$ cat config.mk
export PLATFORM = sky130hd
export DESIGN_NAME = ctrl_fetch_sequencer
export DESIGN_NICKNAME = d
export VERILOG_FILES = /design/src/rtl/ctrl_fetch_sequencer.sv
export SDC_FILE = /design/constraint.sdc
export NUM_CORES = 1
export LEC_CHECK = 0
export BUFFER_PORTS_ARGS = -buffer_cell sky130_fd_sc_hd__buf_2
export CELL_PAD_IN_SITES_DETAIL_PLACEMENT = 0
export CELL_PAD_IN_SITES_GLOBAL_PLACEMENT = 1
export CORE_ASPECT_RATIO = 1.1
export CORE_MARGIN = 2
export CORE_UTILIZATION = 42
export DETAILED_ROUTE_END_ITERATION = 7
export PLACE_DENSITY_LB_ADDON = 0.1
export SYNTH_ARGS = -nofsm -noshare
export SYNTH_HDL_FRONTEND = slang
export SYNTH_SLANG_ARGS = --single-unit
$ cat constraint.sdc
create_clock -name CLK_100 -period 9.77 [get_ports CLK_100]
set_clock_uncertainty 0.2 [all_clocks]
set_input_delay 1.4655 -clock CLK_100 [delete_from_list [all_inputs] [get_ports CLK_100]]
set_output_delay 1.4655 -clock CLK_100 [all_outputs]
set_load 0.005 [all_outputs]
$ cat src/rtl/ctrl_fetch_sequencer.sv
// Control-word fetch sequencer: streams LUD control words from the shared BRAM into a small
// prefetch FIFO during a run and hands the BRAM port back to the Zynq host when idle or done.
module ctrl_fetch_sequencer #(
   parameter int unsigned ADDR_WIDTH = 10,
   parameter int unsigned CTRL_WIDTH = 60,
   parameter int unsigned FIFO_DEPTH = 4
) (
   input  logic                  CLK_100,
   input  logic                  RST,
   input  logic                  START,
   input  logic [ADDR_WIDTH-1:0] HOST_addr,
   input  logic [CTRL_WIDTH-1:0] HOST_din,
   input  logic                  HOST_en,
   input  logic                  HOST_we,
   output logic [CTRL_WIDTH-1:0] HOST_dout,
   output logic                  HOST_BLOCKED,
   output logic [ADDR_WIDTH-1:0] BRAM_addr,
   output logic [CTRL_WIDTH-1:0] BRAM_din,
   output logic                  BRAM_en,
   output logic                  BRAM_we,
   input  logic [CTRL_WIDTH-1:0] BRAM_dout,
   output logic [CTRL_WIDTH-1:0] CTRL_WORD,
   output logic                  CTRL_VALID,
   input  logic                  CTRL_READY,
   output logic                  BUSY,
   output logic                  DONE,
   output logic                  ERR_WRAP,
   output logic [1:0]            STATE
);

   localparam int unsigned PtrW = $clog2(FIFO_DEPTH);
   localparam int unsigned CntW = PtrW + 1;
   localparam logic [ADDR_WIDTH-1:0] LastAddr = '1;

   typedef enum logic [1:0] {
      StIdle  = 2'b00,
      StFetch = 2'b01,
      StDrain = 2'b10,
      StDone  = 2'b11
   } state_e;

   state_e                state_q, state_d;
   logic [ADDR_WIDTH-1:0] addr_q, addr_d;
   logic                  inflight_q, inflight_d;
   logic                  last_q, last_d;
   logic                  err_q, err_d;
   logic [PtrW-1:0]       wr_ptr_q, wr_ptr_d;
   logic [PtrW-1:0]       rd_ptr_q, rd_ptr_d;
   logic [CntW-1:0]       count_q, count_d;
   logic [CTRL_WIDTH-1:0] fifo_q [FIFO_DEPTH];

   logic            busy;
   logic            ret_done;
   logic [CntW:0]   occupancy;
   logic            room;
   logic            issue;
   logic            push;
   logic            pop;
   logic            flush;

   assign busy      = (state_q == StFetch) || (state_q == StDrain);
   assign ret_done  = inflight_q & BRAM_dout[0];
   assign occupancy = {1'b0, count_q} + {{CntW{1'b0}}, inflight_q};
   assign room      = occupancy < (CntW + 1)'(FIFO_DEPTH);
   // A returning completion word suppresses the issue in the same cycle, so nothing past it is read.
   assign issue     = (state_q == StFetch) & START & ~last_q & ~ret_done & room;
   assign push      = (state_q == StFetch) & START & inflight_q;
   assign pop       = CTRL_VALID & CTRL_READY;

   always_comb begin
      state_d    = state_q;
      addr_d     = addr_q;
      last_d     = last_q;
      err_d      = err_q;
      inflight_d = issue;
      flush      = 1'b0;
      wr_ptr_d   = wr_ptr_q + PtrW'(push);
      rd_ptr_d   = rd_ptr_q + PtrW'(pop);
      count_d    = count_q + CntW'(push) - CntW'(pop);

      unique case (state_q)
         StIdle: begin
            if (START) begin
               state_d = StFetch;
               addr_d  = '0;
               last_d  = 1'b0;
               err_d   = 1'b0;
               flush   = 1'b1;
            end
         end
         StFetch: begin
            if (!START) begin
               state_d = StIdle;
               flush   = 1'b1;
            end else begin
               if (issue) begin
                  addr_d = addr_q + ADDR_WIDTH'(1);
                  if (addr_q == LastAddr) last_d = 1'b1;
               end
               if (inflight_q) begin
                  if (BRAM_dout[0]) begin
                     state_d = StDrain;
                  end else if (last_q) begin
                     // Final address came back without a completion bit.
                     err_d   = 1'b1;
                     state_d = StDrain;
                  end
               end
            end
         end
         StDrain: begin
            if (!START) begin
               state_d = StIdle;
               flush   = 1'b1;
            end else if (count_d == '0 && !inflight_q) begin
               state_d = StDone;
            end
         end
         StDone: begin
            if (!START) state_d = StIdle;
         end
         default: state_d = StIdle;
      endcase

      if (flush) begin
         wr_ptr_d   = '0;
         rd_ptr_d   = '0;
         count_d    = '0;
         inflight_d = 1'b0;
      end
   end

   always_ff @(posedge CLK_100) begin
      if (RST) begin
         state_q    <= StIdle;
         addr_q     <= '0;
         inflight_q <= 1'b0;
         last_q     <= 1'b0;
         err_q      <= 1'b0;
         wr_ptr_q   <= '0;
         rd_ptr_q   <= '0;
         count_q    <= '0;
      end else begin
         state_q    <= state_d;
         addr_q     <= addr_d;
         inflight_q <= inflight_d;
         last_q     <= last_d;
         err_q      <= err_d;
         wr_ptr_q   <= wr_ptr_d;
         rd_ptr_q   <= rd_ptr_d;
         count_q    <= count_d;
      end
   end

   // Storage needs no reset: the count gates every read of it.
   always_ff @(posedge CLK_100) begin
      if (push) fifo_q[wr_ptr_q] <= BRAM_dout;
   end

   always_comb begin
      CTRL_VALID   = (count_q != '0);
      CTRL_WORD    = CTRL_VALID ? fifo_q[rd_ptr_q] : '0;
      BUSY         = busy;
      HOST_BLOCKED = busy;
      DONE         = (state_q == StDone);
      ERR_WRAP     = err_q;
      STATE        = state_q;
      HOST_dout    = BRAM_dout;
      if (busy) begin
         BRAM_addr = addr_q;
         BRAM_din  = '0;
         BRAM_en   = issue;
         BRAM_we   = 1'b0;
      end else begin
         BRAM_addr = HOST_addr;
         BRAM_din  = HOST_din;
         BRAM_en   = HOST_en;
         BRAM_we   = HOST_we;
      end
   end

endmodule
==> flow_summary.toml <==
[run_status]
status = "completed"

[pwr]
switchingPower_uw = 478
clkPwrFrac = 0.403
comb_power_share = 0.071
intPower_mw = 1.85
vdd.ir_drop.worst_mv = 0.147
power_density_nw_per_um2 = 171
sw_frac_of_total = 0.205
seq_power_share = 0.526
power.leakage_nw = 5.22

[sta]
slew_headroom = 0.152
finalHoldViolations = 0
final.min_clock_period_ns = 4.52
setup_viol = 0
post-route-period-util = 0.463
rsz0062_at_grt = "false"
worst_pin_slew_ns = 1.27
tns_ns = 0
setup_slack_ns = 5.25
clock.fmax_ghz = 0.221
drv_slew = 0

[finish]
drive_gt1_frac = 0.479
n_antenna_cell = 0
stdcell_count = 1311
final_common_cell = "buf_2"
fill_cells = 2271
fin_nets = 1087
fin_util = 0.521
fin_area_um2 = 13700
area_delta_synth_final_pct = 21.3
layout_common_cells = "buf_2, edfxtp_1, nor2b_1"

[synthesis]
ys_warn_count = 0
syn_nets = 812
synth_top_area_frac = 0.640
synth-main-ff-cell = "edfxtp_1"
netlist_instances = 667
synth_area_leaders = "edfxtp_1, mux4_2, buf_4, dfxtp_1, nor2b_1"
synth_top_cell_by_area = "edfxtp_1"
yosysSeqAreaShare = 0.679
async_flop_share = 0
yosysUniqueCellTypes = 45
synth_edf_count = 240
ys_ff_latch = 262
syn_area_um2 = 11300
avgSynthCellArea_um2 = 16.9

[worst_hold_path]
hold_path.class = "reg -> reg"
whs_endpoint = "addr_q[4]$_SDFFE_PP0P_"
hold_path_depth = 2
worstHoldStart = "addr_q[4]$_SDFFE_PP0P_"

[cts]
cts_tree = "done"
numCtsBuffers = 25
clkTransAtPathRegs_ns = 0.06
clkLatencyLatePin_ns = 0.52
clock_path_buffers = 3
cts-hold-fix-buffers = 0
htree_levels = 1
root_buffer = "clkbuf_16"
ctsResizeCount = 0
post_cts_buffers = 0
cts.sinks = 262

[setup_path]
r2r_cells = 11
worst_ep_required_time_ns = 8.10
end_kind = "output pin"
r2r_slack_ns = 6.02
worstReg2RegEnd = "STATE[0]$_SDFFE_PP0P_"
worstSetupPathType = "reg -> out"
path_max_fanout = 35
r2r_start = "count_q[1]$_SDFF_PP0_"
cp.arrival_ns = 2.86
start_kind = "flip-flop"

[floorplan]
die_h_um = 176
die_width_um = 160
pin_count = 335
die-area_um2 = 28100
initial_utilization = 0.429
row_count = 62
core-area_um2 = 26200

[detailed_routing]
drt_iter0_markers = 330
wl_per_cell_um = 19.7
drc = 0
finalWirelength_um = 25800
vias = 6603
vias_per_cell = 5.04
ant_nets = 0
firstDrtPassIters = 4

[global_route]
first_global_vias = 6891
antenna_found_initial = 2
grt_pass1_wl_um = 39000
track_usage = 0.180
grt_overflow = 0
grt_max_degree = 76

[placement]
hpwlAfterDp_um = 17300
place_congestion = 0.896
postPlaceCellArea_um2 = 12900
dp_cells = 1267
io_buffer_count = 334
post-place-ws_ns = 5.36

[flow_run]
cap_violations = 0
-- layer usage --
metal,global-route usage,vias to the layer above,routed length [µm],share of wire
met2,0.339,249,13800,0.54
met5,0,-,24,0.00093
li1,-,3015,-,-
met4,0.0409,4,399,0.015
met1,0.210,3308,9810,0.38
met3,0.0394,27,1710,0.066
-- stage by stage --
step	power [mW]	hold slack, ns
global placement	1.41	0.281
CTS	2.36	0.308
floorplan	1.33	0.248
global route	2.43	0.340
detailed placement	1.42	0.292
finish	2.33	0.301
-- power groups by stage --
stage / Sequential [mW] / Clock, mW / Combinational, mW
floorplan: 1.25 / 0 / 0.0840
global placement: 1.25 / 0 / 0.164
detailed placement: 1.25 / 0 / 0.166
CTS: 1.23 / 0.968 / 0.167
global route: 1.23 / 1.02 / 0.183
finish: 1.23 / 0.939 / 0.165
-- cell usage after synthesis (6+ instances only) --
cell type and instances:
mux2i_1 7, buf_2 9, nand2_1 15, clkbuf_1 22
edfxtp_1 240, inv_1 7, and2_1 62, mux2_2 11
buf_4 62, dfxtp_1 22, o21ai_0 6, nor2_1 13
a21oi_1 8, mux4_2 60, ha_1 8, nor2b_1 63
-- cell type report --
cell class | instances | area, µm² | share of cell area
sequential | 262 | 7650 | 0.560
multi-input combinational | 303 | 3010 | 0.220
timing repair buffer | 342 | 1730 | 0.127
clock buffer | 32 | 652 | 0.0477
tap | 352 | 440 | 0.0322
clock inverter | 12 | 143 | 0.0104
inverter | 8 | 30.0 | 0.00220
-- critical path: stages (launching register included) --
cell and delay, ns:
dfxtp_4 0.73, buf_4 0.68, mux4_2 0.60, and2_1 0.17, buf_2 0.12
-- flip-flops by register name (all words and copies together) (netlist names) --
signal / cells
STATE: 2
fifo_q: 240
rd_ptr_q: 2
count_q: 3
wr_ptr_q: 2
addr_q: 10
inflight_q: 1
last_q: 1
ERR_WRAP: 1
-- how the worst max path moves through the flow --
stage / start / endpoint / slack [ns] / depth (start not counted)
5_1_grt: rd_ptr_q[0]$_SDFF_PP0_ / CTRL_WORD[5] / 4.96 / 4
3_3_place_gp: START / fifo_q[2][24]$_DFFE_PP_ / 5.38 / 6
2_1_floorplan: START / fifo_q[0][0]$_DFFE_PP_ / 1.70 / 2
6_report: rd_ptr_q[0]$_SDFF_PP0_ / CTRL_WORD[5] / 5.25 / 4
3_5_place_dp: START / fifo_q[1][55]$_DFFE_PP_ / 5.36 / 6
4_1_cts: rd_ptr_q[0]$_SDFF_PP0_ / CTRL_WORD[50] / 5.08 / 4
-- logic make-up (layout without fill, tap and decap cells) --
family / count (synthesis) / after routing / share of synthesized area
and+or+nand+nor: 182 / 182 / 0.0954
xor gates and xnor gates: 5 / 5 / 0.00389
AOI/OAI and AO/OA: 29 / 29 / 0.0179
DFF: 262 / 262 / 0.679
buffers and inverters: 102 / 394 / 0.0557
adders and majority gates: 9 / 9 / 0.0107
muxes: 78 / 78 / 0.137
Power figures use the tool's default switching activity.
